$ cat src/rtl/riscv_crypto_fu_aes64_seq.sv
// Iterative AES64 unit: ShiftRows+SubBytes over two columns using SBOX_PER_CYCLE
// shared S-boxes, then optional forward/inverse MixColumn on each 32-bit word.

package riscv_crypto_aes_pkg;

  function automatic logic [7:0] xt(input logic [7:0] a);
    return {a[6:0], 1'b0} ^ (a[7] ? 8'h1b : 8'h00);
  endfunction

  function automatic logic [7:0] gmul(input logic [7:0] a, input logic [7:0] b);
    logic [7:0] p;
    logic [7:0] s;
    logic [7:0] m;
    p = '0;
    s = a;
    m = b;
    for (int unsigned i = 0; i < 8; i++) begin
      if (m[0]) p = p ^ s;
      s = xt(s);
      m = m >> 1;
    end
    return p;
  endfunction

  // Multiplicative inverse as a^254: six square-and-multiply steps reach a^127.
  function automatic logic [7:0] ginv(input logic [7:0] a);
    logic [7:0] p;
    p = a;
    for (int unsigned i = 0; i < 6; i++) p = gmul(gmul(p, p), a);
    return gmul(p, p);
  endfunction

endpackage

module riscv_crypto_aes_sbox (
  input  logic [7:0] x,
  input  logic       inv,
  output logic [7:0] y
);
  import riscv_crypto_aes_pkg::*;

  logic [7:0] pre;
  logic [7:0] g;

  always_comb begin
    pre = inv ? ({x[6:0], x[7]} ^ {x[4:0], x[7:5]} ^ {x[1:0], x[7:2]} ^ 8'h05) : x;
    g   = ginv(pre);
    y   = inv ? g
              : (g ^ {g[6:0], g[7]} ^ {g[5:0], g[7:6]} ^ {g[4:0], g[7:5]} ^ {g[3:0], g[7:4]} ^ 8'h63);
  end
endmodule

module riscv_crypto_aes_mixcol_fwd (
  input  logic [31:0] col,
  output logic [31:0] mixed
);
  import riscv_crypto_aes_pkg::*;

  logic [7:0] a0, a1, a2, a3;

  always_comb begin
    {a3, a2, a1, a0} = col;
    mixed[7:0]   = xt(a0) ^ xt(a1) ^ a1 ^ a2 ^ a3;
    mixed[15:8]  = a0 ^ xt(a1) ^ xt(a2) ^ a2 ^ a3;
    mixed[23:16] = a0 ^ a1 ^ xt(a2) ^ xt(a3) ^ a3;
    mixed[31:24] = xt(a0) ^ a0 ^ a1 ^ a2 ^ xt(a3);
  end
endmodule

module riscv_crypto_aes_mixcol_inv (
  input  logic [31:0] col,
  output logic [31:0] mixed
);
  import riscv_crypto_aes_pkg::*;

  logic [7:0] a0, a1, a2, a3;

  always_comb begin
    {a3, a2, a1, a0} = col;
    mixed[7:0]   = gmul(a0, 8'h0e) ^ gmul(a1, 8'h0b) ^ gmul(a2, 8'h0d) ^ gmul(a3, 8'h09);
    mixed[15:8]  = gmul(a1, 8'h0e) ^ gmul(a2, 8'h0b) ^ gmul(a3, 8'h0d) ^ gmul(a0, 8'h09);
    mixed[23:16] = gmul(a2, 8'h0e) ^ gmul(a3, 8'h0b) ^ gmul(a0, 8'h0d) ^ gmul(a1, 8'h09);
    mixed[31:24] = gmul(a3, 8'h0e) ^ gmul(a0, 8'h0b) ^ gmul(a1, 8'h0d) ^ gmul(a2, 8'h09);
  end
endmodule

module riscv_crypto_fu_aes64_seq #(
  parameter int unsigned SBOX_PER_CYCLE = 2
) (
  input  logic        g_clk,
  input  logic        g_resetn,
  input  logic        flush,
  input  logic        in_valid,
  output logic        in_ready,
  input  logic        op_es,
  input  logic        op_esm,
  input  logic        op_ds,
  input  logic        op_dsm,
  input  logic        op_im,
  input  logic [63:0] rs1,
  input  logic [63:0] rs2,
  output logic        out_valid,
  input  logic        out_ready,
  output logic [63:0] rd
);

  localparam int unsigned SUB_CYCLES = 8 / SBOX_PER_CYCLE;

  typedef enum logic [1:0] {ST_IDLE, ST_SUB, ST_MIX, ST_DONE} state_e;

  state_e         state_q, state_d;
  logic [2:0]     cnt_q, cnt_d;
  logic           sub_inv_q, sub_inv_d;
  logic           do_mix_q, do_mix_d;
  logic           mix_inv_q, mix_inv_d;
  logic [127:0]   st_q, st_d;
  logic [63:0]    mid_q, mid_d;
  logic [63:0]    rd_q, rd_d;

  logic [4:0]     ops;
  logic           op_legal;
  logic           last_k;

  logic [8*SBOX_PER_CYCLE-1:0] sb_in, sb_out;
  logic [3*SBOX_PER_CYCLE-1:0] lane_j;
  logic [2:0]     j;
  logic [1:0]     r, c;

  logic [31:0]    fmix_lo, fmix_hi, imix_lo, imix_hi;

  assign ops      = {op_im, op_dsm, op_ds, op_esm, op_es};
  assign op_legal = $onehot(ops);
  assign last_k   = (cnt_q == 3'(SUB_CYCLES - 1));

  // Output byte j sits at row j[1:0], column j[2]; fetch its ShiftRows source byte.
  always_comb begin
    sb_in  = '0;
    lane_j = '0;
    j      = '0;
    r      = '0;
    c      = '0;
    for (int unsigned i = 0; i < SBOX_PER_CYCLE; i++) begin
      j = 3'(cnt_q * SBOX_PER_CYCLE + i);
      r = j[1:0];
      c = sub_inv_q ? ({1'b0, j[2]} - r) : ({1'b0, j[2]} + r);
      lane_j[3*i +: 3] = j;
      sb_in[8*i +: 8]  = st_q[{c, r, 3'b000} +: 8];
    end
  end

  for (genvar g = 0; g < SBOX_PER_CYCLE; g++) begin : g_lane
    riscv_crypto_aes_sbox u_sbox (
      .x   (sb_in[8*g +: 8]),
      .inv (sub_inv_q),
      .y   (sb_out[8*g +: 8])
    );
  end

  riscv_crypto_aes_mixcol_fwd u_fmix_lo (.col(mid_q[31:0]),  .mixed(fmix_lo));
  riscv_crypto_aes_mixcol_fwd u_fmix_hi (.col(mid_q[63:32]), .mixed(fmix_hi));
  riscv_crypto_aes_mixcol_inv u_imix_lo (.col(mid_q[31:0]),  .mixed(imix_lo));
  riscv_crypto_aes_mixcol_inv u_imix_hi (.col(mid_q[63:32]), .mixed(imix_hi));

  always_ff @(posedge g_clk or negedge g_resetn) begin
    if (!g_resetn) begin
      state_q   <= ST_IDLE;
      cnt_q     <= '0;
      sub_inv_q <= 1'b0;
      do_mix_q  <= 1'b0;
      mix_inv_q <= 1'b0;
      st_q      <= '0;
      mid_q     <= '0;
      rd_q      <= '0;
    end else begin
      state_q   <= state_d;
      cnt_q     <= cnt_d;
      sub_inv_q <= sub_inv_d;
      do_mix_q  <= do_mix_d;
      mix_inv_q <= mix_inv_d;
      st_q      <= st_d;
      mid_q     <= mid_d;
      rd_q      <= rd_d;
    end
  end

  always_comb begin
    state_d = state_q;
    case (state_q)
      ST_IDLE: if (in_valid) state_d = !op_legal ? ST_DONE : (op_im ? ST_MIX : ST_SUB);
      ST_SUB:  if (last_k)   state_d = do_mix_q ? ST_MIX : ST_DONE;
      ST_MIX:  state_d = ST_DONE;
      ST_DONE: if (out_ready) state_d = ST_IDLE;
      default: state_d = ST_IDLE;
    endcase
    if (flush) state_d = ST_IDLE;
  end

  always_comb begin
    cnt_d     = cnt_q;
    sub_inv_d = sub_inv_q;
    do_mix_d  = do_mix_q;
    mix_inv_d = mix_inv_q;
    st_d      = st_q;
    mid_d     = mid_q;
    rd_d      = rd_q;
    case (state_q)
      ST_IDLE: begin
        if (in_valid) begin
          sub_inv_d = op_ds | op_dsm;
          do_mix_d  = op_esm | op_dsm | op_im;
          mix_inv_d = op_dsm | op_im;
          st_d      = {rs2, rs1};
          cnt_d     = '0;
          if (op_im) mid_d = rs1;
          if (!op_legal) rd_d = '0;
        end
      end
      ST_SUB: begin
        for (int unsigned i = 0; i < SBOX_PER_CYCLE; i++)
          mid_d[{lane_j[3*i +: 3], 3'b000} +: 8] = sb_out[8*i +: 8];
        cnt_d = cnt_q + 3'd1;
        if (last_k) begin
          cnt_d = '0;
          if (!do_mix_q) rd_d = mid_d;
        end
      end
      ST_MIX:  rd_d = mix_inv_q ? {imix_hi, imix_lo} : {fmix_hi, fmix_lo};
      default: ;
    endcase
    // rd keeps its last value across an abort; only the control state is dropped.
    if (flush) begin
      rd_d  = rd_q;
      cnt_d = '0;
    end
  end

  always_comb begin
    in_ready  = (state_q == ST_IDLE);
    out_valid = (state_q == ST_DONE);
    rd        = rd_q;
  end

endmodule

$ cat config.mk
export PLATFORM = sky130hd
export DESIGN_NAME = riscv_crypto_fu_aes64_seq
export DESIGN_NICKNAME = d
export VERILOG_FILES = /design/src/rtl/riscv_crypto_fu_aes64_seq.sv
export SDC_FILE = /design/constraint.sdc
export NUM_CORES = 2
export LEC_CHECK = 0
export BUFFER_PORTS_ARGS = -buffer_cell sky130_fd_sc_hd__buf_2
export CORE_MARGIN = 3
export CORE_UTILIZATION = 40
export CTS_BUF_LIST = sky130_fd_sc_hd__clkbuf_4 sky130_fd_sc_hd__clkbuf_8
export CTS_CLUSTER_DIAMETER = 60
export DETAILED_ROUTE_END_ITERATION = 7
export PLACE_DENSITY = 0.64
export SYNTH_ARGS = -nofsm -noshare
export SYNTH_HDL_FRONTEND = slang
export SYNTH_SLANG_ARGS = --single-unit
$ cat constraint.sdc
create_clock -name g_clk -period 31.7 [get_ports g_clk]
set_clock_uncertainty 0.05 [all_clocks]
set_input_delay 1.585 -clock g_clk [delete_from_list [all_inputs] [get_ports g_clk]]
set_output_delay 1.585 -clock g_clk [all_outputs]
set_load 0.005 [all_outputs]
Word level (Yosys, flattened, before mapping)
Index checks and enable logic that the tools add are counted.
{ "op_classes": {"n_addsub": 12, "n_mul": 0, "div": 0, "n_lt_le_gt_ge": 0, "n_eq_ne": 13, "n_shift": 6, "n_mux": 443, "bitwise": 519, "n_reduce_logical": 9} }
{ "ops": {"columns": ["op", "count"], "rows": [
  ["$xor 8x8->8", 508],
  ["$mux 8", 212],
  ["$mux 5", 206],
  ["$mux 64", 7],
  ["$shiftx 128x8->8", 2],
  ["$pmux 64 s3", 1],
  ["$bwmux 64", 2],
  ["$pmux 64 s2", 1],
  ["$shift 8x8->64 const A", 2],
  ["$shiftx 8x8->64", 2],
  ["$mux 2", 8],
  ["$neg 6->8", 2],
  ["$xor 8x5->8", 2],
  ["$mux 3", 3],
  ["$ne 2x2->1 const B", 4],
  ["$not 4->4", 2],
  ["$pmux 2 s4", 1],
  ["$add 3x1->3 const B", 2],
  ["$ne 3x3->1 const B", 2],
  ["$pmux 3 s2", 1],
  ["$reduce_and 3->1", 2],
  ["$reduce_and 6->1", 1],
  ["$reduce_bool 3->1", 2],
  ["$add 1x1->2", 2],
  ["other kinds (17)", 25]
]} }
{ "totals": {"register_bits": 264, "latchBits": 0, "ramBits": 0, "rom_bits": 0, "in_bits": 138, "word_cells": 1010, "n_memories": 0} }

Depth between registers and ports, before layout
{ "logic_depth": {"ltp_word": 227, "depth_mapped": 115, "mapped_depth_nobuf": 94} }

By module
A second synthesis with hierarchy kept.
{ "unflattened": {"hier_cells": 5522, "hier_area_um2": 51763.4} }
{ "modules_own_cells": {"columns": ["module", "n_inst", "cells_per_inst", "area_each_um2", "seq_area_each_um2"], "rows": [
  ["riscv_crypto_aes_sbox", 2, 1905, 16153.0, 0.0],
  ["riscv_crypto_fu_aes64_seq", 1, 1130, 12263.0, 5805.6],
  ["riscv_crypto_aes_mixcol_inv", 2, 208, 2260.9, 0.0],
  ["riscv_crypto_aes_mixcol_fwd", 2, 83, 1336.3, 0.0]
]} }

Worst setup path before layout
No wires, ideal clock.
{ "synth_path": {"path_type": "flip-flop to flip-flop", "startpoint": "reg sub_inv_q", "endpoint": "reg rd_q[26], in the netlist rd[26]", "arrival_ns": 25.450, "t_required_ns": 31.525, "slack_ns": 6.075, "stages_incl_launch_ff": 112, "synth_period_minus_slack_ns": 25.625, "cell_sequence": "dfrtp_1 > buf_4 > inv_2 > mux4_2 > o21a_1 > buf_4 > xnor2_4 > xnor2_2 > a21boi_1 > inv_2 > clkbuf_1 > clkbuf_1 > clkbuf_1 > clkbuf_1 > buf_1 > ha_1 > clkbuf_1 > or3_1 > [76 not listed] > o211ai_1 > xnor2_1 > xnor2_1 > buf_2 > inv_2 > ha_1 > xnor2_1 > xor2_1 > nor2_1 > xnor2_1 > xnor3_1 > xnor3_1 > nand2_1 > xor2_1 > a2bb2oi_1 > o21ai_1 > o21ai_1 > o21ai_1"} }
{ "synth_via": {"elab_chain_len": 219, "word_cells_on_any_way": 785, "cone_classes": "4 x shift; 401 x mux; 380 x bitwise"} }
{ "synth_lines": {"columns": ["element", "line", "text"], "rows": [
  ["from (decl)", "113", "logic sub_inv_q, sub_inv_d;"],
  ["from (signal assigned)", "177", "sub_inv_q <= sub_inv_d;"],
  ["$mux 2", "145", "c = sub_inv_q ? ({1'b0, j[2]} - r) : ({1'b0, j[2]} + r);"],
  ["$shiftx 128x8->8", "147", "sb_in[8*i +: 8] = st_q[{c, r, 3'b000} +: 8];"],
  ["$xor 8x8->8 (2 in a row)", "46", "pre = inv ? ({x[6:0], x[7]} ^ {x[4:0], x[7:5]} ^ {x[1:0], x[7:2]} ^ 8'h05) : x;"],
  ["$not 2->2 (no source line)", null, null],
  ["$mux 8", "46", null],
  ["$mux 8", "18", "if (m[0]) p = p ^ s;"],
  ["$xor 8x8->8", "18", null],
  ["$mux 8", "18", null],
  ["[202 not listed]", null, null],
  ["$not 4->4 (no source line)", null, null],
  ["$mux 8", "48", "y = inv ? g"],
  ["$shiftx 8x8->64", "220", "mid_d[{lane_j[3*i +: 3], 3'b000} +: 8] = sb_out[8*i +: 8];"],
  ["$bwmux 64", "220", null],
  ["$bwmux 64 *", "220", null],
  ["$mux 64 *", "224", "if (!do_mix_q) rd_d = mid_d;"],
  ["$mux 64 *", "222", "if (last_k) begin"],
  ["$pmux 64 s3 *", "206", "case (state_q)"],
  ["to (signal assigned)", "182", "rd_q <= rd_d;"],
  ["to (decl)", "118", "logic [63:0] rd_q, rd_d;"]
]} }
Mark *: on every way between the ends. The rest lies on a longest branch, timed or not. The select of a mux whose other input is x is not followed.
A chain may end at the register's enable or synchronous reset.

Worst setup path after layout
{ "layout_path": {"startpoint": "reg sub_inv_q", "endpoint": "reg rd_q[10], in the netlist rd[10]"} }
The elaborated chain is that of the path after synthesis.

==> metrics.md <==
| Metric | Value |
|---|---|
| Fin Setup TNS | `0 ns` |
| Initial antenna violation count | `3` |
| Largest family of logic cells by synthesized area | `XOR/XNOR gates` |
| Final non-filler cell total | `6624` |
| Hold Path Depth | `2` |
| Via/cell ratio | `5.78` |
| Syn_area_per_cell | `8.48 um2` |
| Number of max-cap violations | `0` |
| Die width | `338 um` |
| Post-route antenna net violation count | `0` |
| Final Max Tran Viols | `0` |
| Drt wl/cell | `21.0 um` |
| Placed Cells incl. Taps | `6554` |
| CP Capture Type | `register` |
| Ys Warns | `0` |
| Fin. Hold Viols | `0` |
| Die Y | `338 um` |
| PnR worst setup slack | `2.25 ns` |
| CP arrival | `29.83 ns` |
| Clk slew on worst S/H paths | `0.06 ns` |
| Boundary Pins | `204` |
| RSZ-0062 raised after global routing | `no` |
| Status | `finished, violations left` |
| Reg2Reg Depth | `90` |
| Vias | `38300` |
| FF/Latch Area | `0.00581 mm2` |
| Nets | `5285` |
| Most common cell after layout, fill and taps aside | `xnor2_1` |
| H-tree Lvls | `2` |
| Crit path launch type | `register` |
| Main synth FF type | `dfrtp_1` |
| Area of the multi-input gates | `0.0365 mm2` |
| Pre-CTS setup slack | `1.92 ns` |
| GP Congestion | `0.940` |
| Worst slew pin tran | `1.34 ns` |
| HP Class | `reg -> reg` |
| First-pass GRT wire length | `214000 um` |
| Post-synth EDFFs | `0` |
| CP required | `32.08 ns` |
| Final period util | `0.929` |
| Setup violators final | `0` |
| Synthesized flop and latch total | `232` |
| Share of cells above drive strength 1 | `0.135` |
| Max incr delay on CP | `0.86 ns` |
| Seq/Total Area, Yosys | `0.132` |
| Detailed-route DRC error count | `2` |
| I/O Buffers | `187` |
| Mux contribution to synthesized area | `0.0737` |
| Largest net degree at the start of global routing | `109` |
| Fmax | `34.0 MHz` |
| Clock Root Buffer | `clkbuf_8` |
| Min Clock Period, post-route | `29.45 ns` |
| Cell area after synthesis | `0.0441 mm2` |
| Synth Area in Simple Gates | `0.141` |
| Postcts setup bufs | `0` |
| Syn nets | `5363` |
| Worst skew pair latency | `0.62 ns` |
| Synth Area in Adders | `0.00800` |
| CP max-delay cell | `xor3_1` |
| Cell mode on critical path | `xnor2_1` |
| Number of global-route vias before repair | `36200` |
| Site row count | `121` |
| Final Util | `0.430` |
| Netlist cell types | `118` |
| WS Path Type | `reg -> reg` |
| Total Die Area | `0.114 mm2` |
| Slew headroom | `0.101` |
| Pre-Repair DR Iteration Count | `8` |
| GRT Residual Overflow | `0` |
| Total track usage | `0.234` |
| Crit path max fanout | `37` |
| DP HPWL | `99800 um` |
| CTS Buf Count | `40` |
| Failing checks | `DRC` |
| Xor and xnor area share after synthesis | `0.436` |
| Area fraction in compound gates after synthesis | `0.164` |
| CTS tree | `yes` |
| Fill count | `10800` |
| Area Overhead vs Synth | `6.45%` |
| Iter 0 DRT Violations | `3854` |
| CTS max path bufs | `3` |
| Core Area | `0.109 mm2` |
| Initial Utilization | `0.404` |
| Routed wire length | `139000 um` |
| Cells after Synth | `5198` |
| FFs w/ async S/R, synth | `1.00` |
| Clock Sink Count | `232` |
| Most frequent cells in the layout | `996 x xnor2_1, 572 x nor2_1, 449 x nand2_1` |
==> worst max-delay path: cells and delay by family, from the launching register on <==
family | cells | cell delay, ns
flops | 1 | 0.75
buf+inv | 10 | 2.24
mux | 1 | 0.16
compound gates | 17 | 4.32
xor+xnor | 41 | 15.87
simple gates | 15 | 3.22
fa+ha+maj | 6 | 2.58
==> routing by layer <==
layer | vias up | track usage | wire length [um]
met5 | - | 0 | 13
met4 | 2 | 0.0711 | 4140
met3 | 260 | 0.0248 | 10500
met2 | 1601 | 0.379 | 63400
met1 | 18600 | 0.328 | 60900
li1 | 17800 | - | -
==> through the flow <==
step                      cell area [um2]  hold slack (ns)
final                               46900            0.438
after global routing                46900            0.444
after global placement              46100            0.409
after detailed placement            46100            0.420
after floorplan                     44100            0.397
after CTS                           46900            0.441
==> final cells by class <==
cell class	count	area share
multi-input cells	4492	0.777
well taps	1476	0.0394
clock buffers	59	0.0154
diodes	2	0.000107
flip-flops and latches	232	0.124
inverters	69	0.00552
repair buffers	285	0.0358
clock inverters	9	0.00259
==> cells by family (layout without fill, tap and decap cells) <==
group,count (synthesis),in the layout
DFF,232,232
buffers and inverters,474,422
muxes,279,279
AOI/OAI and AO/OA,1066,1066
other,0,2
and+or+nand+nor,1412,1412
xor gates and xnor gates,1708,1708
adders and majority gates,27,27
==> synth_stat cells, types with 16 or more instances <==
library cell	number	area share
a211oi_1	45	0.0077
a21o_1	23	0.0039
a21oi_1	215	0.024
a221oi_1	49	0.0097
a22o_1	18	0.0036
a22oi_1	107	0.018
a31oi_1	26	0.0037
and2_1	34	0.0048
and3_1	32	0.0045
buf_1	29	0.0025
buf_2	89	0.010
clkbuf_1	266	0.023
dfrtp_1	232	0.13
ha_1	25	0.0071
inv_1	52	0.0044
mux2_2	127	0.032
mux2i_1	125	0.028
mux4_2	19	0.0097
nand2_1	449	0.038
nand2b_1	33	0.0047
nand3_1	71	0.0081
nand4_1	16	0.0023
nor2_1	575	0.049
nor2b_1	19	0.0027
nor3_1	70	0.0079
nor4_1	16	0.0023
o211ai_1	29	0.0049
o21a_1	30	0.0051
o21ai_0	172	0.020
o21ai_1	87	0.0099
o22ai_1	58	0.0082
o31ai_1	22	0.0037
or3_1	22	0.0031
xnor2_1	998	0.20
xnor2_2	54	0.020
xnor3_1	194	0.099
xor2_1	375	0.075
xor2_2	21	0.0077
xor3_1	43	0.023
==> sequential cells by signal, summed over array words and instances, names as in the netlist <==
register,count
rd,64
sub_inv_q,1
mix_inv_q,1
cnt_q,3
do_mix_q,1
mid_q,64
st_q,96
state_q,2
==> what timing repair did <==
action | CTS | global route
setup endpoints to repair | 0 | 31
resized for setup | 0 | 3
hold buffers | 0 | 0
==> final timing paths <==
| path | slack, ns | to | from |
|---|---|---|---|
| max | 2.25 | rd[10] | sub_inv_q |
| min in group asynchronous | 1.00 | rd[14] | g_resetn |
| min | 0.44 | rd[41] | rd[41] |
| max in group asynchronous | 29.07 | cnt_q[1] | g_resetn |
| max reg2reg | 2.25 | rd[10] | sub_inv_q |
| min reg2reg | 0.44 | rd[41] | rd[41] |
Power is left out: the tool's default activity adds up to more than one toggle a clock period on the data nets, which glitch-free logic cannot reach.
